### src/rtl/sprite_overlay_if.sv
// sprite_overlay_if: sprite ROM read bus between the overlay and its bitmap ROM.
//   rom_addr : word address, driven by the overlay (master)
//   rom_data : {key, r, g, b}, returned by the ROM (slave) one clock after the address
// AW / DW must match the overlay's $clog2(SPR_W*SPR_H) and 3*CW+1.
interface sprite_overlay_if #(
  parameter int AW = 10,
  parameter int DW = 4
);
  logic [AW-1:0] rom_addr;
  logic [DW-1:0] rom_data;

  modport master (output rom_addr, input rom_data);
  modport slave  (input rom_addr, output rom_data);
endinterface

### src/rtl/sprite_overlay.sv
// sprite_overlay: draws an SPR_W x SPR_H bitmap from a synchronous ROM over the
// incoming RGB pixel stream, at a position that is only updated between frames.
// Two-cycle pipeline: stage 0 computes the window and ROM address, stage 1 blends.
//
// Ports
//   vgaclk, reset          pixel clock, synchronous active-high reset
//   pixelEN, hcount, vcount  active-video qualifier and current pixel coordinates
//   frame_start            one-cycle pulse at the start of vertical blank
//   pos_x, pos_y, pos_wr   requested position and capture strobe
//   pos_busy               a captured position is waiting for frame_start
//   mode                   00 off, 01 invert, 10 replace, 11 colour-keyed replace
//   rin, gin, bin          background colour
//   rom                    sprite ROM bus (rom_addr out, rom_data {key,r,g,b} in)
//   rout, gout, bout, hit  registered output colour and opaque-sprite flag
//
// Optional feature: define SPRITE_BLINK_EN to hide the sprite on alternate
// runs of BLINK_FRAMES frames. Without it the sprite is always visible.
module sprite_overlay #(
  parameter int SPR_W        = 30,
  parameter int SPR_H        = 30,
  parameter int CW           = 1,
  parameter int H_ACTIVE     = 640,
  parameter int V_ACTIVE     = 480,
  parameter int BLINK_FRAMES = 32
) (
  input  logic          vgaclk,
  input  logic          reset,
  input  logic          pixelEN,
  input  logic [9:0]    hcount,
  input  logic [9:0]    vcount,
  input  logic          frame_start,
  input  logic [9:0]    pos_x,
  input  logic [9:0]    pos_y,
  input  logic          pos_wr,
  output logic          pos_busy,
  input  logic [1:0]    mode,
  input  logic [CW-1:0] rin,
  input  logic [CW-1:0] gin,
  input  logic [CW-1:0] bin,
  sprite_overlay_if.master rom,
  output logic [CW-1:0] rout,
  output logic [CW-1:0] gout,
  output logic [CW-1:0] bout,
  output logic          hit
);

  localparam int NPIX = SPR_W * SPR_H;
  localparam int AW   = $clog2(NPIX);
  localparam logic [9:0] X_MAX = 10'(H_ACTIVE - SPR_W);
  localparam logic [9:0] Y_MAX = 10'(V_ACTIVE - SPR_H);

  // Position: pending registers take writes; active registers drive the window.
  logic [9:0] act_x, act_y, pend_x, pend_y;
  logic       busy;
  logic [9:0] cap_x, cap_y;

  assign cap_x    = (pos_x > X_MAX) ? X_MAX : pos_x;
  assign cap_y    = (pos_y > Y_MAX) ? Y_MAX : pos_y;
  assign pos_busy = busy;

  // Apply uses the pending value from before this edge, so a simultaneous
  // write is kept pending for the next frame rather than applied immediately.
  always_ff @(posedge vgaclk) begin
    if (reset) begin
      act_x  <= '0;
      act_y  <= '0;
      pend_x <= '0;
      pend_y <= '0;
      busy   <= 1'b0;
    end else begin
      if (frame_start && busy) begin
        act_x <= pend_x;
        act_y <= pend_y;
      end
      if (pos_wr) begin
        pend_x <= cap_x;
        pend_y <= cap_y;
        busy   <= 1'b1;
      end else if (frame_start) begin
        busy <= 1'b0;
      end
    end
  end

  logic visible;

`ifdef SPRITE_BLINK_EN
  localparam int FW = (BLINK_FRAMES > 1) ? $clog2(BLINK_FRAMES) : 1;
  logic [FW-1:0] frame_cnt;

  always_ff @(posedge vgaclk) begin
    if (reset) begin
      frame_cnt <= '0;
      visible   <= 1'b1;
    end else if (frame_start) begin
      if (frame_cnt == FW'(BLINK_FRAMES - 1)) begin
        frame_cnt <= '0;
        visible   <= ~visible;
      end else begin
        frame_cnt <= frame_cnt + FW'(1);
      end
    end
  end
`else
  assign visible = 1'b1;
`endif

  // Stage 0: window test with 11-bit end coordinates so right/bottom edges
  // near 1023 cannot wrap.
  logic [10:0] x_end, y_end;
  logic        in_win;

  assign x_end  = {1'b0, act_x} + 11'(SPR_W);
  assign y_end  = {1'b0, act_y} + 11'(SPR_H);
  assign in_win = visible && pixelEN &&
                  (hcount >= act_x) && ({1'b0, hcount} < x_end) &&
                  (vcount >= act_y) && ({1'b0, vcount} < y_end);

  logic [AW-1:0] addr_cnt;

  always_ff @(posedge vgaclk) begin
    if (reset || frame_start) begin
      addr_cnt <= '0;
    end else if (in_win) begin
      addr_cnt <= (addr_cnt == AW'(NPIX - 1)) ? '0 : addr_cnt + AW'(1);
    end
  end

  assign rom.rom_addr = addr_cnt;

  logic          en_d, win_d;
  logic [CW-1:0] rin_d, gin_d, bin_d;

  always_ff @(posedge vgaclk) begin
    if (reset) begin
      en_d  <= 1'b0;
      win_d <= 1'b0;
      rin_d <= '0;
      gin_d <= '0;
      bin_d <= '0;
    end else begin
      en_d  <= pixelEN;
      win_d <= in_win;
      rin_d <= rin;
      gin_d <= gin;
      bin_d <= bin;
    end
  end

  // Stage 1: ROM word for the stage-0 address is now on rom_data.
  logic          key;
  logic [CW-1:0] img_r, img_g, img_b;
  logic [CW-1:0] nxt_r, nxt_g, nxt_b;
  logic          nxt_hit;

  assign key   = rom.rom_data[3*CW];
  assign img_r = rom.rom_data[3*CW-1 -: CW];
  assign img_g = rom.rom_data[2*CW-1 -: CW];
  assign img_b = rom.rom_data[CW-1 -: CW];

  always_comb begin
    nxt_r   = rin_d;
    nxt_g   = gin_d;
    nxt_b   = bin_d;
    nxt_hit = 1'b0;
    if (win_d) begin
      case (mode)
        2'b01: begin
          nxt_r   = rin_d ^ ~img_r;
          nxt_g   = gin_d ^ ~img_g;
          nxt_b   = bin_d ^ ~img_b;
          nxt_hit = 1'b1;
        end
        2'b10: begin
          nxt_r   = img_r;
          nxt_g   = img_g;
          nxt_b   = img_b;
          nxt_hit = 1'b1;
        end
        2'b11: begin
          if (!key) begin
            nxt_r   = img_r;
            nxt_g   = img_g;
            nxt_b   = img_b;
            nxt_hit = 1'b1;
          end
        end
        default: ;
      endcase
    end
    if (!en_d) begin
      nxt_r   = '0;
      nxt_g   = '0;
      nxt_b   = '0;
      nxt_hit = 1'b0;
    end
  end

  always_ff @(posedge vgaclk) begin
    if (reset) begin
      rout <= '0;
      gout <= '0;
      bout <= '0;
      hit  <= 1'b0;
    end else begin
      rout <= nxt_r;
      gout <= nxt_g;
      bout <= nxt_b;
      hit  <= nxt_hit;
    end
  end

endmodule

### src/flat_wrapper.sv
// flat-port wrapper written by rule: the top's interface ports become plain ports
module sprite_overlay_flat 
#(
  parameter int SPR_W        = 30,
  parameter int SPR_H        = 30,
  parameter int CW           = 1,
  parameter int H_ACTIVE     = 640,
  parameter int V_ACTIVE     = 480,
  parameter int BLINK_FRAMES = 32
)
  (vgaclk, reset, pixelEN, hcount, vcount, frame_start, pos_x, pos_y, pos_wr, pos_busy, mode, rin, gin, bin, rout, gout, bout, hit, rom_rom_addr, rom_rom_data);
  sprite_overlay_if #(.AW(10), .DW(4)) rom_i ();
  input  logic vgaclk;
  input  logic reset;
  input  logic pixelEN;
  input  logic [9:0] hcount;
  input  logic [9:0] vcount;
  input  logic frame_start;
  input  logic [9:0] pos_x;
  input  logic [9:0] pos_y;
  input  logic pos_wr;
  output logic pos_busy;
  input  logic [1:0] mode;
  input  logic [CW-1:0] rin;
  input  logic [CW-1:0] gin;
  input  logic [CW-1:0] bin;
  output logic [CW-1:0] rout;
  output logic [CW-1:0] gout;
  output logic [CW-1:0] bout;
  output logic hit;
  output wire logic [$bits(rom_i.rom_addr)-1:0] rom_rom_addr;
  input wire logic [$bits(rom_i.rom_data)-1:0] rom_rom_data;
  assign rom_rom_addr = rom_i.rom_addr;
  assign rom_i.rom_data = rom_rom_data;
  sprite_overlay #(.SPR_W(SPR_W), .SPR_H(SPR_H), .CW(CW), .H_ACTIVE(H_ACTIVE), .V_ACTIVE(V_ACTIVE), .BLINK_FRAMES(BLINK_FRAMES)) u_core (.vgaclk(vgaclk), .reset(reset), .pixelEN(pixelEN), .hcount(hcount), .vcount(vcount), .frame_start(frame_start), .pos_x(pos_x), .pos_y(pos_y), .pos_wr(pos_wr), .pos_busy(pos_busy), .mode(mode), .rin(rin), .gin(gin), .bin(bin), .rom(rom_i), .rout(rout), .gout(gout), .bout(bout), .hit(hit));
endmodule
### config.mk
export PLATFORM = sky130hd
export DESIGN_NAME = sprite_overlay_flat
export DESIGN_NICKNAME = d
export VERILOG_FILES = /design/src/rtl/sprite_overlay_if.sv /design/src/rtl/sprite_overlay.sv /design/src/flat_wrapper.sv
export SDC_FILE = /design/constraint.sdc
export NUM_CORES = 1
export LEC_CHECK = 0
export CAP_MARGIN = 20
export CORE_AREA = 2 2 84 86
export CTS_BUF_LIST = sky130_fd_sc_hd__clkbuf_16
export DETAILED_ROUTE_END_ITERATION = 8
export DIE_AREA = 0 0 86 88
export GPL_TIMING_DRIVEN = 0
export PLACE_DENSITY_LB_ADDON = 0.2
export REMOVE_ABC_BUFFERS = 1
export SLEW_MARGIN = 5
export SYNTH_ARGS = -nofsm -noshare
export SYNTH_HDL_FRONTEND = slang
export SYNTH_SLANG_ARGS = --single-unit
### constraint.sdc
create_clock -name vgaclk -period 6 [get_ports vgaclk]
set_input_delay 0.6 -clock vgaclk [delete_from_list [all_inputs] [get_ports vgaclk]]
set_output_delay 0.6 -clock vgaclk [all_outputs]
set_load 0.02 [all_outputs]
Word-level counts from Yosys, hierarchy flattened
Cells that the tools add are included.
{"block": "word_totals", "reg_bits": 60, "in_bits": 54, "output_inout_bits": 15, "elab_cells": 62}
{"block": "classes", "addsub": 3, "n_lt_le_gt_ge": 6, "n_eq_ne": 4, "mux": 16, "bitwise_logic": 8, "n_reduce_logical": 10}
{"cell": "10-bit two-way mux", "n": 3}
{"cell": "10-bit by 5-bit adder with 11-bit output (second input constant)", "n": 2}
{"cell": "10-bit by 11-bit < comparator with 1-bit output", "n": 2}
{"cell": "10-bit greater-or-equal comparator", "n": 2}
{"cell": "10-bit by 1-bit adder with 10-bit output (second input constant)", "n": 1}
{"cell": "10-bit equality test (second input constant)", "n": 1}
{"cell": "10-bit > comparator (second input constant)", "n": 1}
{"cell": "10-bit by 9-bit > comparator with 1-bit output (second input constant)", "n": 1}
{"cell": "1-bit two-way mux", "n": 9}
{"cell": "1-bit case mux with 3 select lines", "n": 3}
{"cell": "1-bit logical AND", "n": 5}
{"cell": "1-bit inverter", "n": 5}
{"cell": "2-bit equality test (second input constant)", "n": 2}
{"cell": "2-bit OR reduction", "n": 2}
{"cell": "3-bit OR reduction", "n": 1}
{"cell": "1-bit XOR", "n": 3}
{"cell": "2-bit by 1-bit equality test with 1-bit output (second input constant)", "n": 1}
{"cell": "1-bit case mux with 2 select lines", "n": 1}
{"cell": "2-bit nonzero test", "n": 1}
{"cell": "1-bit logical OR", "n": 1}

Depth between registers and ports, before layout
{"block": "logic_depth", "word_depth": 5, "mapped_depth": 14, "ltp_nobuf": 12}

Worst setup path after synthesis
Ideal clock, no wire load.
{"block": "synth_path", "path_type": "register to register", "startpoint": "reg u_core.act_y[1]", "endpoint": "reg u_core.addr_cnt[0] (netlist: u_core.rom.rom_addr[0])", "setup_ns": 0.118, "arrival_ns": 2.870, "slack_ns": 3.012, "stages_incl_launch_ff": 12, "n_path_buf": 2, "synth_period_minus_slack_ns": 2.988, "cell_sequence": "dfxtp_1 > or4_1 > nor3b_2 > xnor2_1 > ha_1 > a21o_1 > a211o_1 > o22a_1 > buf_6 > or4_4 > buf_6 > mux2i_1"}
{"block": "synth_via", "elab_chain_cells": 3, "word_cells_on_any_way": 5}
{"item": "start: declaration", "line_no": "sprite_overlay.sv:53", "rtl": "logic [9:0] act_x, act_y, pend_x, pend_y;"}
{"item": "start signal: assignment", "line_no": "sprite_overlay.sv:73", "rtl": "act_y <= pend_y;"}
{"item": "10-bit by 5-bit adder with 11-bit output or 10-bit greater-or-equal comparator (tied branches)", "line_no": "sprite_overlay.sv:114, sprite_overlay.sv:117"}
{"item": "10-bit by 11-bit < comparator with 1-bit output or 1-bit logical AND (tied branches)", "line_no": "sprite_overlay.sv:117, sprite_overlay.sv:116"}
{"item": "1-bit logical AND *", "line_no": "sprite_overlay.sv:117", "rtl": "(vcount >= act_y) && ({1'b0, vcount} < y_end);"}
{"item": "end signal: assignment", "line_no": "sprite_overlay.sv:125", "rtl": "addr_cnt <= (addr_cnt == AW'(NPIX - 1)) ? '0 : addr_cnt + AW'(1);"}
{"item": "end: declaration", "line_no": "sprite_overlay.sv:119", "rtl": "logic [AW-1:0] addr_cnt;"}
Every way passes the cells marked *; elsewhere a longest branch is shown, timed or not.
A chain may end at the register's enable or synchronous reset.

Worst setup path in the final report
{"block": "layout_path", "startpoint": "reg u_core.act_y[1]", "endpoint": "reg u_core.addr_cnt[1] (netlist: u_core.rom.rom_addr[1])"}
The elaborated chain is that of the path after synthesis.

==> out/metrics.yaml <==
peakVddDrop_uv: 162
root_buffer: "clkbuf_16"
synth_common_cells: "nand2_1, dfxtp_1, ha_1"
yosysWarnings: 0
ys_top_cells_by_area: "dfxtp_1, ha_1, nand2_1"
path_buf_inv: 0
insertion_delay_ns: 0.32
avgRoutedWirePerCell_um: 13.2
worstSetupEndpoint: "u_core.rom.rom_addr[1]"
ys_seq_area_share_pct: 33.7
maxSlewViolCount: 0
p_leak_nw: 1.76
r2r_slack_ns: 2.88
layout.nets: 589
total_power_mw: 1.05
yosysMostFrequentCell: "nand2_1"
post_cts_resized: 0
r2r-end: "u_core.rom.rom_addr[1]"
dp_hpwl_um: 5710
grt_max_degree: 49
num_vias: 3208
initial_core_util_pct: 53.7
diodes: 0
fin_crit_ns: 3.12
numCtsBuffers: 9
slowest_delay_ns: 0.61
core_um2: 6640
rsz0062_at_grt: "false"
postLayoutCoreUtil_pct: 68.6
drtAntennaViolNets: 0
die_area_um2: 7570
synth_top_cell_by_area: "dfxtp_1"
grt_pass1_wl_um: 12900
criticalPathCategory: "reg -> reg"
post_drt_via_cell_ratio: 5.58
place_congestion: 0.846
worst_slew_pin_slew_ns: 0.808
synth_cells: 428
power_density_nw_per_um2: 230
htreeDepth: 3
crit_path_start: "u_core.act_y[1]"
fill_cells: 557
end_kind: "flop"
dr.pass1.iters: 4
clockBufferDepth: 2
yosys.cell_types.count: 46
max_freq_ghz: 0.320
ys_ff_latch: 60
relSlewSlack_pct: 46.1
grt_usage_pct: 21.2
ys.flop_type: "dfxtp_1"
dpl_cell_area_um2: 4270
drtIter0Drc: 102
routed_wl_um: 7560
placed_cells: 559
synth_edf_count: 0
cts_tree: "built"
drc: 0
multi_input_area_um2: 2190
synthDominantCellAreaShare_pct: 33.7
layout-drive-gt1-share_pct: 4.24
drv_cap: 0
cp.required_ns: 6.21
period_share_pct: 52.0
syn_area_um2: 3570
startpoint_type: "flop"
io_pins: 69
finish.instance_area_um2: 4560
arrival_ns: 3.33
skew_ns: 0.00361
r2r_start: "u_core.act_y[1]"
cp_num_cells: 9
r2r_cells: 9
cp_slowest_cell: "or4_4"
status: "completed"
clk_pin_slew_ns: 0.05
die_w_um: 86
worstHoldPathCells: 2
area_growth_pct: 27.7
crit_fanout: 9
grt_overflow: 0
hold_class: "reg -> reg"
setup_viol: 0
path_cells: "or4_1 -> nor3b_2 -> xnor2_1 -> ha_1 -> a21o_1 -> a211o_1 -> o22a_1 -> or4_4 -> mux2i_1"
instances_no_fill: 575
critPathTopFamily: "simple AND/OR/NAND/NOR gates"
hold_buffers: 0
grt_pass1_vias: 3011
regArea_um2: 1200
dieHeight_um: 88
setup_tns_ns: 0
async_reset_ff_share_pct: 0
cts_sinks: 60
syn_area_per_cell_um2: 8.34
post-cts-setup-buffers: 0
port_buffers: 68
antenna_found_initial: 0
hold_viol: 0
fp-row-count: 30
## worst register-to-register path, delay by kind of cell (launching register included)
family                     cells  cell delay, ns
DFF                            1            0.35
adders and majority gates      1            0.29
xor gates and xnor gates       1            0.13
muxes                          1            0.14
AOI/OAI and AO/OA              3            0.75
and+or+nand+nor                3            1.36
## where the power goes
part / leakage (nW) / switching [mW] / total [mW] / internal [mW]
registers: 0.489 / 0.00781 / 0.419 / 0.411
clock network: 0.137 / 0.179 / 0.497 / 0.318
logic: 1.13 / 0.0642 / 0.133 / 0.0688
## logic make-up (layout without fill, tap and decap cells)
family                   count (synthesis)  after routing  synth area share [%]
buffers and inverters                   42            109                  4.84
AO/OA/AOI/OAI                           89             89                  17.1
flip-flops                              60             60                  33.7
adder cells (fa/ha/maj)                 45             45                  15.8
multiplexers                             8              8                  2.24
AND/OR/NAND/NOR                        170            170                  22.9
XOR/XNOR                                14             14                  3.44
## area by class of cell
type	count	area share, %
Clock buffer	9	4.94
Clock inverter	7	1.48
Inverter	25	2.06
Multi-Input combinational cell	326	48.1
Sequential cell	60	26.4
Tap cell	80	2.20
Timing Repair Buffer	68	14.8
## how the worst min path moves through the flow
stage                startpoint              end
2_1_floorplan  u_core.pend_y[9]  u_core.act_y[9]
3_3_place_gp   u_core.pend_y[8]  u_core.act_y[8]
3_5_place_dp   u_core.pend_y[8]  u_core.act_y[8]
4_1_cts        u_core.pend_y[8]  u_core.act_y[8]
5_1_grt        u_core.pend_y[0]  u_core.act_y[0]
6_report       u_core.pend_x[7]  u_core.act_x[7]
## sequential cells by signal, summed over array words and instances (netlist names)
register             flops
u_core.en_d              1
u_core.rin_d             1
u_core.bout              1
u_core.hit               1
u_core.bin_d             1
u_core.gin_d             1
u_core.win_d             1
u_core.pos_busy          1
u_core.rout              1
u_core.act_y            10
u_core.pend_x           10
u_core.act_x            10
u_core.rom.rom_addr     10
u_core.pend_y           10
u_core.gout              1
## stage by stage
stage,hold WS (ns),setup slack (ns)
3_5_place_dp,0.450,2.77
5_1_grt,0.476,2.76
6_report,0.452,2.88
4_1_cts,0.458,2.89
2_1_floorplan,0.421,3.09
3_3_place_gp,0.441,2.67
## cell usage in the layout, fill, tap and decap left out, types with 8 or more instances in the layout
cell type / netlist / layout
nand2_1: 73 / 73
mux2i_1: 8 / 8
a21oi_1: 29 / 29
xnor2_1: 14 / 14
dfxtp_1: 60 / 60
nor4_1: 9 / 9
nor2_1: 29 / 29
nor3_1: 11 / 11
ha_1: 45 / 45
a22o_1: 9 / 9
o21ai_0: 8 / 8
inv_1: 25 / 25
clkdlybuf4s50_1: 0 / 67
clkbuf_16: 0 / 9
## routing by layer
metal	wire [um]	up-vias	global-route usage [%]
met4	106	0	8.66
met1	3640	1459	26.3
met2	3490	76	36.0
met5	0	-	0
li1	-	1662	-
met3	331	11	4.43
Power figures use the tool's default switching activity.
